## config.mk

```make
export PLATFORM = sky130hd
export DESIGN_NAME = sysahb_master_flat
export DESIGN_NICKNAME = d
export VERILOG_FILES = /design/src/rtl/sysahb_master_if.sv /design/src/rtl/sysahb_master.sv /design/src/flat_wrapper.sv
export SDC_FILE = /design/constraint.sdc
export NUM_CORES = 1
export LEC_CHECK = 0
export BUFFER_PORTS_ARGS = -buffer_cell sky130_fd_sc_hd__buf_2
export CAP_MARGIN = 10
export CORE_ASPECT_RATIO = 1.5
export CORE_UTILIZATION = 25
export DETAILED_ROUTE_END_ITERATION = 10
export PLACE_DENSITY_LB_ADDON = 0.05
export SKIP_CTS_REPAIR_TIMING = 1
export SLEW_MARGIN = 15
export SYNTH_ARGS = -nofsm -noshare
export SYNTH_HDL_FRONTEND = slang
export SYNTH_SLANG_ARGS = --single-unit
export TNS_END_PERCENT = 1
```

## constraint.sdc

```tcl
create_clock -name sys_clk -period 6.6 [get_ports sys_clk]
set_clock_uncertainty 0.1 [all_clocks]
set_input_delay 1.32 -clock sys_clk [delete_from_list [all_inputs] [get_ports sys_clk]]
set_output_delay 1.32 -clock sys_clk [all_outputs]
set_load 0.02 [all_outputs]
```

## src/rtl/sysahb_master_if.sv

```systemverilog
// Command/response and AHB-Lite bus signals of the sysahb initiator.
// The master modport is the initiator's view; slave is the opposite side (bus fabric / requester).
interface sysahb_master_if;
  logic        cmd_valid;
  logic        cmd_ready;
  logic [31:0] cmd_addr;
  logic        cmd_write;
  logic [1:0]  cmd_size;
  logic [31:0] cmd_wdata;
  logic        rsp_valid;
  logic [31:0] rsp_rdata;
  logic        rsp_err;
  logic [31:0] sysahb_haddr;
  logic [1:0]  sysahb_htrans;
  logic        sysahb_hwrite;
  logic [2:0]  sysahb_hsize;
  logic [2:0]  sysahb_hburst;
  logic [3:0]  sysahb_hprot;
  logic [31:0] sysahb_hwdata;
  logic        sysahb_hready;
  logic        sysahb_hresp;
  logic [31:0] sysahb_hrdata;

  modport master (
    input  cmd_valid, cmd_addr, cmd_write, cmd_size, cmd_wdata,
    output cmd_ready, rsp_valid, rsp_rdata, rsp_err,
    output sysahb_haddr, sysahb_htrans, sysahb_hwrite, sysahb_hsize,
    output sysahb_hburst, sysahb_hprot, sysahb_hwdata,
    input  sysahb_hready, sysahb_hresp, sysahb_hrdata
  );

  modport slave (
    output cmd_valid, cmd_addr, cmd_write, cmd_size, cmd_wdata,
    input  cmd_ready, rsp_valid, rsp_rdata, rsp_err,
    input  sysahb_haddr, sysahb_htrans, sysahb_hwrite, sysahb_hsize,
    input  sysahb_hburst, sysahb_hprot, sysahb_hwdata,
    output sysahb_hready, sysahb_hresp, sysahb_hrdata
  );
endinterface

```

## src/rtl/sysahb_master.sv

```systemverilog
// AHB-Lite initiator: turns commands into single NONSEQ transfers with a two-stage
// (address / data) pipeline, wait-state handling and the two-cycle ERROR response.
module sysahb_master #(
  parameter logic [3:0] HPROT_VAL  = 4'b0011,
  parameter bit         ERR_CANCEL = 1'b1
) (
  input logic             sys_clk,
  input logic             sys_reset,
  sysahb_master_if.master bus
);

  localparam logic [1:0] HTRANS_IDLE   = 2'b00;
  localparam logic [1:0] HTRANS_NONSEQ = 2'b10;

  logic        a_full_q, a_full_d;
  logic        a_cancel_q, a_cancel_d;
  logic [31:0] a_addr_q, a_addr_d;
  logic        a_write_q, a_write_d;
  logic [1:0]  a_size_q, a_size_d;
  logic [31:0] a_wdata_q, a_wdata_d;
  logic        d_full_q, d_full_d;
  logic        d_write_q, d_write_d;
  logic [31:0] d_wdata_q, d_wdata_d;
  logic        rsp_valid_q, rsp_valid_d;
  logic [31:0] rsp_rdata_q, rsp_rdata_d;
  logic        rsp_err_q, rsp_err_d;

  logic a_nonseq, cmd_ready, accept, a_go, d_done;

  always_comb begin
    a_nonseq  = a_full_q && !a_cancel_q;
    cmd_ready = !a_full_q || (bus.sysahb_hready && a_nonseq);
    accept    = bus.cmd_valid && cmd_ready;
    a_go      = a_nonseq && bus.sysahb_hready;
    d_done    = d_full_q && bus.sysahb_hready;

    a_full_d  = accept || (a_full_q && !a_go);
    a_addr_d  = a_addr_q;
    a_write_d = a_write_q;
    a_size_d  = a_size_q;
    a_wdata_d = a_wdata_q;
    if (accept) begin
      a_addr_d  = bus.cmd_addr;
      a_write_d = bus.cmd_write;
      a_size_d  = bus.cmd_size;
      a_wdata_d = bus.cmd_wdata;
    end

    // First ERROR cycle retracts the pending address phase; it is re-driven once HREADY returns.
    a_cancel_d = a_cancel_q;
    if (bus.sysahb_hready)
      a_cancel_d = 1'b0;
    else if (ERR_CANCEL && bus.sysahb_hresp && d_full_q && a_full_q)
      a_cancel_d = 1'b1;

    d_full_d  = a_go || (d_full_q && !bus.sysahb_hready);
    d_write_d = d_write_q;
    d_wdata_d = d_wdata_q;
    if (a_go) begin
      d_write_d = a_write_q;
      d_wdata_d = a_wdata_q;
    end

    rsp_valid_d = d_done;
    rsp_err_d   = d_done && bus.sysahb_hresp;
    rsp_rdata_d = (d_done && !d_write_q) ? bus.sysahb_hrdata : 32'h0;
  end

  always_ff @(posedge sys_clk or posedge sys_reset) begin
    if (sys_reset) begin
      a_full_q    <= 1'b0;
      a_cancel_q  <= 1'b0;
      a_addr_q    <= 32'h0;
      a_write_q   <= 1'b0;
      a_size_q    <= 2'b00;
      a_wdata_q   <= 32'h0;
      d_full_q    <= 1'b0;
      d_write_q   <= 1'b0;
      d_wdata_q   <= 32'h0;
      rsp_valid_q <= 1'b0;
      rsp_rdata_q <= 32'h0;
      rsp_err_q   <= 1'b0;
    end else begin
      a_full_q    <= a_full_d;
      a_cancel_q  <= a_cancel_d;
      a_addr_q    <= a_addr_d;
      a_write_q   <= a_write_d;
      a_size_q    <= a_size_d;
      a_wdata_q   <= a_wdata_d;
      d_full_q    <= d_full_d;
      d_write_q   <= d_write_d;
      d_wdata_q   <= d_wdata_d;
      rsp_valid_q <= rsp_valid_d;
      rsp_rdata_q <= rsp_rdata_d;
      rsp_err_q   <= rsp_err_d;
    end
  end

  assign bus.cmd_ready     = cmd_ready;
  assign bus.rsp_valid     = rsp_valid_q;
  assign bus.rsp_rdata     = rsp_rdata_q;
  assign bus.rsp_err       = rsp_err_q;
  assign bus.sysahb_htrans = a_nonseq ? HTRANS_NONSEQ : HTRANS_IDLE;
  assign bus.sysahb_haddr  = a_addr_q;
  assign bus.sysahb_hwrite = a_write_q;
  assign bus.sysahb_hsize  = {1'b0, a_size_q};
  assign bus.sysahb_hburst = 3'b000;
  assign bus.sysahb_hprot  = HPROT_VAL;
  assign bus.sysahb_hwdata = d_wdata_q;

endmodule
```

## src/flat_wrapper.sv

```systemverilog
// flat-port wrapper written by rule: the top's interface ports become plain ports
module sysahb_master_flat 
#(
  parameter logic [3:0] HPROT_VAL  = 4'b0011,
  parameter bit         ERR_CANCEL = 1'b1
)
  (sys_clk, sys_reset, bus_cmd_valid, bus_cmd_addr, bus_cmd_write, bus_cmd_size, bus_cmd_wdata, bus_cmd_ready, bus_rsp_valid, bus_rsp_rdata, bus_rsp_err, bus_sysahb_haddr, bus_sysahb_htrans, bus_sysahb_hwrite, bus_sysahb_hsize, bus_sysahb_hburst, bus_sysahb_hprot, bus_sysahb_hwdata, bus_sysahb_hready, bus_sysahb_hresp, bus_sysahb_hrdata);
  sysahb_master_if bus_i ();
  input logic sys_clk;
  input logic sys_reset;
  input wire logic [$bits(bus_i.cmd_valid)-1:0] bus_cmd_valid;
  input wire logic [$bits(bus_i.cmd_addr)-1:0] bus_cmd_addr;
  input wire logic [$bits(bus_i.cmd_write)-1:0] bus_cmd_write;
  input wire logic [$bits(bus_i.cmd_size)-1:0] bus_cmd_size;
  input wire logic [$bits(bus_i.cmd_wdata)-1:0] bus_cmd_wdata;
  output wire logic [$bits(bus_i.cmd_ready)-1:0] bus_cmd_ready;
  output wire logic [$bits(bus_i.rsp_valid)-1:0] bus_rsp_valid;
  output wire logic [$bits(bus_i.rsp_rdata)-1:0] bus_rsp_rdata;
  output wire logic [$bits(bus_i.rsp_err)-1:0] bus_rsp_err;
  output wire logic [$bits(bus_i.sysahb_haddr)-1:0] bus_sysahb_haddr;
  output wire logic [$bits(bus_i.sysahb_htrans)-1:0] bus_sysahb_htrans;
  output wire logic [$bits(bus_i.sysahb_hwrite)-1:0] bus_sysahb_hwrite;
  output wire logic [$bits(bus_i.sysahb_hsize)-1:0] bus_sysahb_hsize;
  output wire logic [$bits(bus_i.sysahb_hburst)-1:0] bus_sysahb_hburst;
  output wire logic [$bits(bus_i.sysahb_hprot)-1:0] bus_sysahb_hprot;
  output wire logic [$bits(bus_i.sysahb_hwdata)-1:0] bus_sysahb_hwdata;
  input wire logic [$bits(bus_i.sysahb_hready)-1:0] bus_sysahb_hready;
  input wire logic [$bits(bus_i.sysahb_hresp)-1:0] bus_sysahb_hresp;
  input wire logic [$bits(bus_i.sysahb_hrdata)-1:0] bus_sysahb_hrdata;
  assign bus_i.cmd_valid = bus_cmd_valid;
  assign bus_i.cmd_addr = bus_cmd_addr;
  assign bus_i.cmd_write = bus_cmd_write;
  assign bus_i.cmd_size = bus_cmd_size;
  assign bus_i.cmd_wdata = bus_cmd_wdata;
  assign bus_cmd_ready = bus_i.cmd_ready;
  assign bus_rsp_valid = bus_i.rsp_valid;
  assign bus_rsp_rdata = bus_i.rsp_rdata;
  assign bus_rsp_err = bus_i.rsp_err;
  assign bus_sysahb_haddr = bus_i.sysahb_haddr;
  assign bus_sysahb_htrans = bus_i.sysahb_htrans;
  assign bus_sysahb_hwrite = bus_i.sysahb_hwrite;
  assign bus_sysahb_hsize = bus_i.sysahb_hsize;
  assign bus_sysahb_hburst = bus_i.sysahb_hburst;
  assign bus_sysahb_hprot = bus_i.sysahb_hprot;
  assign bus_sysahb_hwdata = bus_i.sysahb_hwdata;
  assign bus_i.sysahb_hready = bus_sysahb_hready;
  assign bus_i.sysahb_hresp = bus_sysahb_hresp;
  assign bus_i.sysahb_hrdata = bus_sysahb_hrdata;
  sysahb_master #(.HPROT_VAL(HPROT_VAL), .ERR_CANCEL(ERR_CANCEL)) u_core (.sys_clk(sys_clk), .sys_reset(sys_reset), .bus(bus_i));
endmodule
```

==> results_dict.tcl <==
set metrics [dict create \
    leakagePower_uw 0.00343 \
    area.growth.synth_to_final_pct 37.5 \
    hold_viol 0 \
    cp-end-kind "output pin" \
    p_per_area_mw_per_mm2 380 \
    syn_inst 308 \
    clock_sinks 137 \
    drv_cap 0 \
    synth-warning-count 0 \
    clock_latency_ns 0.41 \
    synth_top_area_share 0.682 \
    worst-setup-path-type "in -> out" \
    critPathMaxStageDelay_ns 0.17 \
    avgViaCountPerCell 4.00 \
    slew_headroom 0.362 \
    setup_slack_ns 3.33 \
    clkTransAtPathRegs_ns 0.05 \
    p_clk_frac 0.391 \
    vias 3171 \
    rr_endpoint "u_core.bus.sysahb_hwdata[14]" \
    arrival_ns 1.85 \
    holdCritPathClass "reg -> reg" \
    period_needed_ns 3.27 \
    r2r_setup_slack_ns 4.62 \
    drc 0 \
    crit_top_cell "buf_2" \
    combPwrFrac 0.202 \
    grt.overflow.total 0 \
    synth-seq-area-share 0.682 \
    fin_setup_tns_ns 0 \
    core_area_mm2 0.0197 \
    min_to "u_core.a_wdata_q[15]" \
    antenna_left 0 \
    totalWireLength_um 11500 \
    port_buffers 206 \
    slowest_stage "buf_2" \
    post-route-period-util 0.496 \
    synthDistinctLibCells 20 \
    dr.pass1.iters 4 \
    rows 63 \
    syn_avg_cell_area_um2 16.3 \
    wl_per_cell_um 14.5 \
    drv_slew 0 \
    nNetsFinal 624 \
    place.gp.congestion 0.663 \
    io_pins 216 \
    ir_drop_v 0.000151 \
    die_y_um 176 \
    synth_area_leader_cell "dfrtp_1" \
    grt_pass1_vias 3336 \
    gr-usage-all-layers 0.117 \
    drt_iter0_drc 78 \
    netlist_area_mm2 0.00503 \
    dieArea_mm2 0.0207 \
    antenna_cells 0 \
    initial_core_util 0.255 \
    path_cells "buf_2 -> nand2b_1 -> nand2_1 -> buf_2" \
    ys_ff_latch 137 \
    crit_start "bus_sysahb_hready" \
    max_freq_mhz 305 \
    dpl_worst_slack_ns 3.33 \
    switchingPower_uw 730 \
    grt_max_degree 86 \
    antenna_found_initial 0 \
    ff2ff_path_depth 3 \
    final_layout_size_suffix_gt1_frac 0.587 \
    cts_tree "done" \
    tightest_slew_ns 0.954 \
    setup_viol 0 \
    clock_path_buffers 2 \
    synthTopCellsByArea "dfrtp_1, mux2_2, mux2_1" \
    intPower_uw 1900 \
    rr_startpoint "u_core.a_full_q" \
    grt_pass1_wl_um 18300 \
    hp-start "u_core.a_wdata_q[15]" \
    status "finished clean" \
    pwr-share-seq 0.406 \
    dp_hpwl_um 8090 \
    htree_levels 4 \
    numCtsBuffers 17 \
    hold_depth 1 \
    startpoint_type "input port" \
    worstPathRequired_ns 5.18 \
    rsz0062_at_grt "false" \
    crit_fanout 6 \
    swShare 0.278 \
    cts-root-buf "clkbuf_16" \
    die_width_um 118 \
]
==> flip-flops by register name (all words and copies together) (netlist names), named ones only <==
register / count
u_core.a_cancel_q: 1
u_core.a_wdata_q: 32
u_core.bus.rsp_valid: 1
u_core.bus.rsp_err: 1
u_core.bus.sysahb_hwrite: 1
u_core.a_full_q: 1
u_core.bus.rsp_rdata: 32
u_core.d_write_q: 1
u_core.bus.sysahb_haddr: 32
u_core.a_size_q: 2
u_core.bus.sysahb_hwdata: 32
==> worst max-delay path by stage <==
stage                     cells after the start                    endpoint  slack [ns]
after CTS                                     4               bus_cmd_ready        3.32
after global routing                          4               bus_cmd_ready        3.29
final                                         4               bus_cmd_ready        3.33
after global placement                        4               bus_cmd_ready        3.33
after detailed placement                      4               bus_cmd_ready        3.33
after floorplan                               1  asynchronous set/reset pin        1.51
==> cell type report <==
type,instances,area [um2]
repair buffers,209,1050
fillers,2029,12800
clock buffers,22,484
well taps,260,325
inverters,2,12.5
multi-input cells,153,1440
flip-flops and latches,137,3430
clock inverters,10,164
==> cells in the mapped netlist <==
library cell / count
and2b_1: 2
nand2_1: 1
nand2b_1: 2
buf_8: 3
clkbuf_1: 3
mux2_2: 70
dfrtp_1: 137
buf_4: 13
and2_1: 33
a21boi_2: 1
buf_2: 3
buf_6: 1
mux2_1: 30
a31oi_1: 1
and3_1: 1
o21ai_0: 1
nand2_2: 1
conb_1: 2
nor2_1: 1
inv_1: 2
==> layer usage <==
layer / vias to the layer above / wire (um) / global-route usage
li1: 1445 / - / -
met1: 1582 / 4550 / 0.135
met2: 132 / 5890 / 0.192
met3: 12 / 883 / 0.0448
met4: 0 / 166 / 0.0513
met5: - / 0 / 0
==> per-stage QoR <==
step | util | std cells | area (um2) | power [uW] | hold WS, ns
4_1_cts | 0.351 | 793 | 6910 | 2680 | 0.382
5_1_grt | 0.351 | 793 | 6910 | 2760 | 0.399
3_5_place_dp | 0.318 | 761 | 6260 | 1630 | 0.369
3_3_place_gp | 0.318 | 761 | 6260 | 1620 | 0.363
6_report | 0.351 | 793 | 6910 | 2630 | 0.379
2_1_floorplan | - | 315 | 5050 | 1430 | 0.354
==> cells in the final DEF, fill, tap and decap left out, drive strengths merged, types with 2 or more instances in the layout <==
master	netlist	final
and2	33	33
and2b	2	2
buf	20	209
bufinv	0	4
clkbuf	3	22
clkinv	0	4
conb	2	9
dfrtp	137	137
inv	2	3
mux2	100	100
nand2	2	2
nand2b	2	2
==> worst max-delay path, delay by kind of cell <==
kind                   cells  cell delay, ns
and+or+nand+nor            2            0.23
buffers and inverters      2            0.30
==> power groups by stage <==
stage | logic [uW] | clock network, uW | registers (uW)
6_report | 531 | 1030 | 1070
5_1_grt | 570 | 1100 | 1090
4_1_cts | 546 | 1070 | 1070
3_5_place_dp | 546 | 0 | 1080
3_3_place_gp | 541 | 0 | 1080
2_1_floorplan | 197 | 0 | 1230
==> cells by family (layout without fill, tap and decap cells) <==
family | Yosys count | after routing | synth area share
AO/OA/AOI/OAI | 3 | 3 | 0.00448
buffers and inverters | 25 | 243 | 0.0373
flip-flops | 137 | 137 | 0.682
multiplexers | 100 | 100 | 0.224
other | 2 | 9 | 0.00149
AND/OR/NAND/NOR | 41 | 41 | 0.0505
Power figures use the tool's default switching activity.
